### src/rtl/regfile_pkg.sv
// regfile_pkg: default widths and shared types for the multi-port register file
package regfile_pkg;
    localparam int DEF_DATA_W = 32;
    localparam int DEF_ADDR_W = 5;
    typedef logic [DEF_ADDR_W-1:0] addr_t;
    typedef logic [DEF_DATA_W-1:0] data_t;
endpackage

### src/rtl/regfile_mp_if.sv
// regfile_mp_if: decode (read/claim) and writeback (write) bus of the register file
interface regfile_mp_if import regfile_pkg::*; #(
    parameter int DATA_W = DEF_DATA_W,
    parameter int ADDR_W = DEF_ADDR_W,
    parameter int NUM_RD = 2,
    parameter int NUM_WR = 1
) ();
    logic [NUM_RD-1:0]        rd_en;
    logic [NUM_RD*ADDR_W-1:0] rd_addr;
    logic [NUM_RD*DATA_W-1:0] rd_data;
    logic [NUM_RD-1:0]        rd_busy;
    logic [NUM_WR-1:0]        wr_en;
    logic [NUM_WR*ADDR_W-1:0] wr_addr;
    logic [NUM_WR*DATA_W-1:0] wr_data;
    logic                     claim_en;
    logic [ADDR_W-1:0]        claim_addr;
    logic                     claim_hit;
    modport master (
        output rd_en, rd_addr, wr_en, wr_addr, wr_data, claim_en, claim_addr,
        input  rd_data, rd_busy, claim_hit
    );
    modport slave (
        input  rd_en, rd_addr, wr_en, wr_addr, wr_data, claim_en, claim_addr,
        output rd_data, rd_busy, claim_hit
    );
endinterface

### src/rtl/regfile_scoreboard.sv
// regfile_scoreboard: per-register busy bits, set on claim and cleared on writeback
module regfile_scoreboard import regfile_pkg::*; #(
    parameter int ADDR_W   = DEF_ADDR_W,
    parameter int NUM_WR   = 1,
    parameter bit ZERO_REG = 1'b1
) (
    input  logic                     clk,
    input  logic                     rst_n,
    input  logic [NUM_WR-1:0]        wr_en,
    input  logic [NUM_WR*ADDR_W-1:0] wr_addr,
    input  logic                     claim_en,
    input  logic [ADDR_W-1:0]        claim_addr,
    output logic [2**ADDR_W-1:0]     busy,
    output logic [2**ADDR_W-1:0]     busy_nxt,
    output logic                     claim_hit
);
    // claim is applied after releases: a same-cycle claim is the newer producer
    always_comb begin
        busy_nxt = busy;
        for (int j = 0; j < NUM_WR; j++)
            if (wr_en[j]) busy_nxt[wr_addr[j*ADDR_W +: ADDR_W]] = 1'b0;
        if (claim_en) busy_nxt[claim_addr] = 1'b1;
        if (ZERO_REG) busy_nxt[0] = 1'b0;
    end
    always_ff @(posedge clk or negedge rst_n) begin
        if (!rst_n) begin
            busy      <= '0;
            claim_hit <= 1'b0;
        end else begin
            busy      <= busy_nxt;
            claim_hit <= claim_en & busy[claim_addr];
        end
    end
endmodule

### src/rtl/regfile_mp.sv
// regfile_mp: multi-port register file with registered reads, optional write-first
// bypass, optional hardwired zero register and a busy scoreboard
module regfile_mp import regfile_pkg::*; #(
    parameter int DATA_W   = DEF_DATA_W,
    parameter int ADDR_W   = DEF_ADDR_W,
    parameter int NUM_RD   = 2,
    parameter int NUM_WR   = 1,
    parameter bit ZERO_REG = 1'b1,
    parameter bit BYPASS   = 1'b1
) (
    input logic         clk,
    input logic         rst_n,
    regfile_mp_if.slave bus
);
    localparam int DEPTH = 2 ** ADDR_W;
    logic [DATA_W-1:0] mem [DEPTH];
    logic [DEPTH-1:0]  busy, busy_nxt;
    logic [ADDR_W-1:0] ra [NUM_RD];
    logic [ADDR_W-1:0] wa [NUM_WR];
    logic [DATA_W-1:0] wd [NUM_WR];
    logic [NUM_WR-1:0] we;
    logic [DATA_W-1:0] rd_nxt [NUM_RD];
    logic [NUM_RD-1:0] busy_rd;

    for (genvar i = 0; i < NUM_RD; i++) begin : g_rd
        assign ra[i] = bus.rd_addr[i*ADDR_W +: ADDR_W];
    end
    // writes to a hardwired zero register never reach storage nor the bypass path
    for (genvar j = 0; j < NUM_WR; j++) begin : g_wr
        assign wa[j] = bus.wr_addr[j*ADDR_W +: ADDR_W];
        assign wd[j] = bus.wr_data[j*DATA_W +: DATA_W];
        assign we[j] = bus.wr_en[j] && !(ZERO_REG && wa[j] == '0);
    end

    regfile_scoreboard #(
        .ADDR_W(ADDR_W), .NUM_WR(NUM_WR), .ZERO_REG(ZERO_REG)
    ) u_sb (
        .clk        (clk),
        .rst_n      (rst_n),
        .wr_en      (bus.wr_en),
        .wr_addr    (bus.wr_addr),
        .claim_en   (bus.claim_en),
        .claim_addr (bus.claim_addr),
        .busy       (busy),
        .busy_nxt   (busy_nxt),
        .claim_hit  (bus.claim_hit)
    );

    // ascending port scan lets the highest-index writer win the bypass
    always_comb begin
        for (int i = 0; i < NUM_RD; i++) begin
            rd_nxt[i] = mem[ra[i]];
            for (int j = 0; j < NUM_WR; j++)
                if (BYPASS && we[j] && wa[j] == ra[i]) rd_nxt[i] = wd[j];
            busy_rd[i] = BYPASS ? busy_nxt[ra[i]] : busy[ra[i]];
        end
    end

    always_ff @(posedge clk or negedge rst_n) begin
        if (!rst_n) begin
            for (int a = 0; a < DEPTH; a++) mem[a] <= '0;
            bus.rd_data <= '0;
            bus.rd_busy <= '0;
        end else begin
            for (int j = 0; j < NUM_WR; j++)
                if (we[j]) mem[wa[j]] <= wd[j];
            for (int i = 0; i < NUM_RD; i++)
                if (bus.rd_en[i]) begin
                    bus.rd_data[i*DATA_W +: DATA_W] <= rd_nxt[i];
                    bus.rd_busy[i]                  <= busy_rd[i];
                end
        end
    end
endmodule

### src/flat_wrapper.sv
// flat-port wrapper written by rule: the top's interface ports become plain ports
module regfile_mp_flat import regfile_pkg::*;
#(
    parameter int DATA_W   = DEF_DATA_W,
    parameter int ADDR_W   = DEF_ADDR_W,
    parameter int NUM_RD   = 2,
    parameter int NUM_WR   = 1,
    parameter bit ZERO_REG = 1'b1,
    parameter bit BYPASS   = 1'b1
)
  (clk, rst_n, bus_rd_en, bus_rd_addr, bus_wr_en, bus_wr_addr, bus_wr_data, bus_claim_en, bus_claim_addr, bus_rd_data, bus_rd_busy, bus_claim_hit);
  regfile_mp_if #(.DATA_W(DATA_W), .ADDR_W(ADDR_W), .NUM_RD(NUM_RD), .NUM_WR(NUM_WR)) bus_i ();
  input logic clk;
  input logic rst_n;
  input wire logic [$bits(bus_i.rd_en)-1:0] bus_rd_en;
  input wire logic [$bits(bus_i.rd_addr)-1:0] bus_rd_addr;
  input wire logic [$bits(bus_i.wr_en)-1:0] bus_wr_en;
  input wire logic [$bits(bus_i.wr_addr)-1:0] bus_wr_addr;
  input wire logic [$bits(bus_i.wr_data)-1:0] bus_wr_data;
  input wire logic [$bits(bus_i.claim_en)-1:0] bus_claim_en;
  input wire logic [$bits(bus_i.claim_addr)-1:0] bus_claim_addr;
  output wire logic [$bits(bus_i.rd_data)-1:0] bus_rd_data;
  output wire logic [$bits(bus_i.rd_busy)-1:0] bus_rd_busy;
  output wire logic [$bits(bus_i.claim_hit)-1:0] bus_claim_hit;
  assign bus_i.rd_en = bus_rd_en;
  assign bus_i.rd_addr = bus_rd_addr;
  assign bus_i.wr_en = bus_wr_en;
  assign bus_i.wr_addr = bus_wr_addr;
  assign bus_i.wr_data = bus_wr_data;
  assign bus_i.claim_en = bus_claim_en;
  assign bus_i.claim_addr = bus_claim_addr;
  assign bus_rd_data = bus_i.rd_data;
  assign bus_rd_busy = bus_i.rd_busy;
  assign bus_claim_hit = bus_i.claim_hit;
  regfile_mp #(.DATA_W(DATA_W), .ADDR_W(ADDR_W), .NUM_RD(NUM_RD), .NUM_WR(NUM_WR), .ZERO_REG(ZERO_REG), .BYPASS(BYPASS)) u_core (.clk(clk), .rst_n(rst_n), .bus(bus_i));
endmodule
### config.mk
export PLATFORM = sky130hd
export DESIGN_NAME = regfile_mp_flat
export DESIGN_NICKNAME = d
export VERILOG_FILES = /design/src/rtl/regfile_pkg.sv /design/src/rtl/regfile_mp_if.sv /design/src/rtl/regfile_scoreboard.sv /design/src/rtl/regfile_mp.sv /design/src/flat_wrapper.sv
export SDC_FILE = /design/constraint.sdc
export NUM_CORES = 2
export LEC_CHECK = 0
export BUFFER_PORTS_ARGS = -buffer_cell sky130_fd_sc_hd__buf_2
export CAP_MARGIN = 20
export CORE_ASPECT_RATIO = 1.25
export CORE_MARGIN = 8
export CORE_UTILIZATION = 50
export DETAILED_ROUTE_END_ITERATION = 7
export PLACE_DENSITY_LB_ADDON = 0.05
export SYNTH_ARGS = -nofsm -noshare
export SYNTH_HDL_FRONTEND = slang
export SYNTH_HIERARCHICAL = 1
export SYNTH_SLANG_ARGS = --single-unit
### constraint.sdc
create_clock -name clk -period 5.4 [get_ports clk]
set_clock_uncertainty 0.15 [all_clocks]
set_input_delay 0.27 -clock clk [delete_from_list [all_inputs] [get_ports clk]]
set_output_delay 0.27 -clock clk [all_outputs]
set_load 0.01 [all_outputs]
==> flow_metrics.env <==
export IMPL_outcome="finished clean"
export IMPL_first_iter_violations=3504
export IMPL_peakVddDrop_v=0.000248
export IMPL_synth_area_mm2=0.0580
export IMPL_final_antenna_net_count=0
export IMPL_dieArea_mm2=0.127
export IMPL_grt_pass1_wl_um=283000
export IMPL_vias=37442
export IMPL_slowest_delay_ps=920
export IMPL_maxSlewViolCount=0
export IMPL_final_util_pct=56.0
export IMPL_rsz0062_at_grt="no"
export IMPL_fin_crit_ps=3100
export IMPL_grt_use_total_pct=30.2
export IMPL_p_leak_nw=27.9
export IMPL_antenna_found_initial=7
export IMPL_timing_final_ws_setup_ps=2300
export IMPL_drv_cap=0
export IMPL_num_rows=139
export IMPL_grt_pass1_vias=40210
export IMPL_area_delta_synth_final_pct=11.0
export IMPL_cpMaxStageDelayCell="nor3_1"
export IMPL_powerDensity_mw_per_mm2=379
export IMPL_max_clock_freq_mhz=323
export IMPL_initial_core_util_pct=50.4
export IMPL_cts_root_buf="clkbuf_16"
export IMPL_dpl_hpwl_um=110000
export IMPL_place_congestion=0.836
export IMPL_routedWlPerCell_um=35.6
export IMPL_final_nets=3811
export IMPL_io_buffers=124
export IMPL_core_area_mm2=0.115
export IMPL_path_class="primary input to register"
export IMPL_grt_max_degree=195
export IMPL_grt_overflow=0
export IMPL_drive_gt1_share_pct=51.5
export IMPL_die_y_um=397
export IMPL_setup_viol=0
export IMPL_wl_um=193000
export IMPL_hold_class="primary input to async pin"
export IMPL_cts_sinks=1122
export IMPL_dp_slack_ps=2030
export IMPL_cts_tree="done"
export IMPL_clock_latency_ps=750
export IMPL_post_route_period_util_pct=57.4
export IMPL_post_route_drc_count=0
export IMPL_tightest_slew_ps=1150
export IMPL_synth_nets=3859
export IMPL_die_w_um=321
export IMPL_crit_fanout=18
export IMPL_fin_setup_tns_ps=0
export IMPL_hold_violations=0
export IMPL_cts_buffer_depth=3
export IMPL_relSlewSlack_pct=23.3
export IMPL_fill_cells=9044
export IMPL_critPathLaunchType="primary input"
export IMPL_critPathCaptureType="register"
export IMPL_critPathArrivalTime_ps=3620
export IMPL_cts_made_buffers=118
export IMPL_crit_path_cell_trace="dlygate4sd3_1 > buf_2 > nor3_1 > a211o_1 > o31a_2 > buf_4 > a21o_1"
export IMPL_cp_required_ps=5920
export IMPL_viasPerCell=6.93
export IMPL_syn_area_per_cell_um2=15.3
export IMPL_placed_area_mm2=0.0600
export IMPL_syn_instance_count=3801
export IMPL_io_pins=125
export IMPL_h_tree_depth=3
export IMPL_yosys_warnings=6
export IMPL_first_pass_iters=5
export IMPL_path_clk_slew_ps=60
export IMPL_fin_area_mm2=0.0644
sequential cells by signal, indices dropped and copies added, names as in the netlist:
name                   flops
u_core/bus.rd_data        64
u_core/u_sb/claim_hit      1
u_core/u_sb/busy          31
u_core/bus.rd_busy         2
u_core/mem              1024
path summary, 6_finish.rpt:
check / slack [ps] / to / startpoint / depth (start not counted)
max: 2300 / u_core/bus.rd_data[56] / bus_wr_addr[4] / 7
min: 30 / u_core/mem[955] / rst_n / 2
max reg2reg: 3010 / u_core/bus.rd_data[15] / u_core/mem[911] / 5
min reg2reg: 250 / u_core/mem[993] / u_core/mem[993] / 0
max in group asynchronous: 3400 / u_core/mem[226] / rst_n / 3
min in group clk: 50 / u_core/mem[51] / bus_wr_data[19] / 2
power by group:
| group | leakage (nW) | internal (mW) | switching (mW) |
|---|---|---|---|
| logic | 11.6 | 2.86 | 2.00 |
| clock network | 1.95 | 4.83 | 3.51 |
| registers | 14.4 | 10.0 | 1.18 |
| total | 27.9 | 17.7 | 6.69 |
cell type report:
| cell class | instances | area (um^2) | share of cell area, % |
|---|---|---|---|
| diodes | 3 | 7.51 | 0.0117 |
| clock buffers | 177 | 3490 | 5.43 |
| flip-flops and latches | 1122 | 28100 | 43.6 |
| well taps | 1551 | 1940 | 3.02 |
| repair buffers | 264 | 2030 | 3.15 |
| multi-input cells | 2242 | 28300 | 44.0 |
| clock inverters | 38 | 460 | 0.716 |
| inverters | 5 | 18.8 | 0.0292 |
repair_timing:
action,in CTS,in global routing
gates resized for setup,0,0
buffers inserted,0,0
endpoints found under the hold margin,598,0
hold buffers,39,0
worst max-delay path: cells and delay by family:
kind                   cells  cell delay, ps
AO/OA/AOI/OAI              3            1090
buffers and inverters      3            1310
AND/OR/NAND/NOR            1             920
cells in the final DEF, fill, tap and decap left out, drive strengths merged, types with 5 or more instances in the layout:
| cell | instances |
|---|---|
| nor3 | 13 |
| a211oi | 28 |
| buf | 225 |
| or3b | 6 |
| a21o | 28 |
| a221oi | 10 |
| mux2i | 88 |
| or2 | 8 |
| a21oi | 11 |
| clkbuf | 177 |
| nand2 | 36 |
| nor2b | 6 |
| a221o | 32 |
| nand2b | 5 |
| mux2 | 993 |
| nor4 | 31 |
| nand3 | 16 |
| a22o | 31 |
| nor2 | 33 |
| mux4 | 528 |
| a31oi | 5 |
| xnor2 | 8 |
| inv | 9 |
| nand3b | 19 |
| a211o | 24 |
| o21ai | 65 |
| clkinv | 22 |
| dlygate4sd3 | 39 |
| nor3b | 5 |
| bufinv | 8 |
| or3 | 8 |
| dfrtp | 1122 |
| o22ai | 176 |
per-layer routing:
layer / share of wire (%) / vias to the layer above / GRT usage (%)
met5: 0.014 / - / 0
met4: 4.6 / 4 / 12.7
met3: 7.2 / 471 / 5.55
met2: 48 / 1694 / 48.1
met1: 41 / 20475 / 40.7
li1: - / 14798 / -
per-stage QoR:
| stage | hold WS (ps) | power [mW] | instances |
|---|---|---|---|
| after floorplan | -176 | 14.5 | 3801 |
| after CTS | 0.482 | 24.5 | 5398 |
| final | 30.2 | 24.4 | 5402 |
| after detailed placement | 215 | 16.1 | 5144 |
| after global routing | 52.5 | 25.4 | 5399 |
| after global placement | 210 | 15.8 | 5142 |
Note: power is estimated with default switching activity, not from simulation.
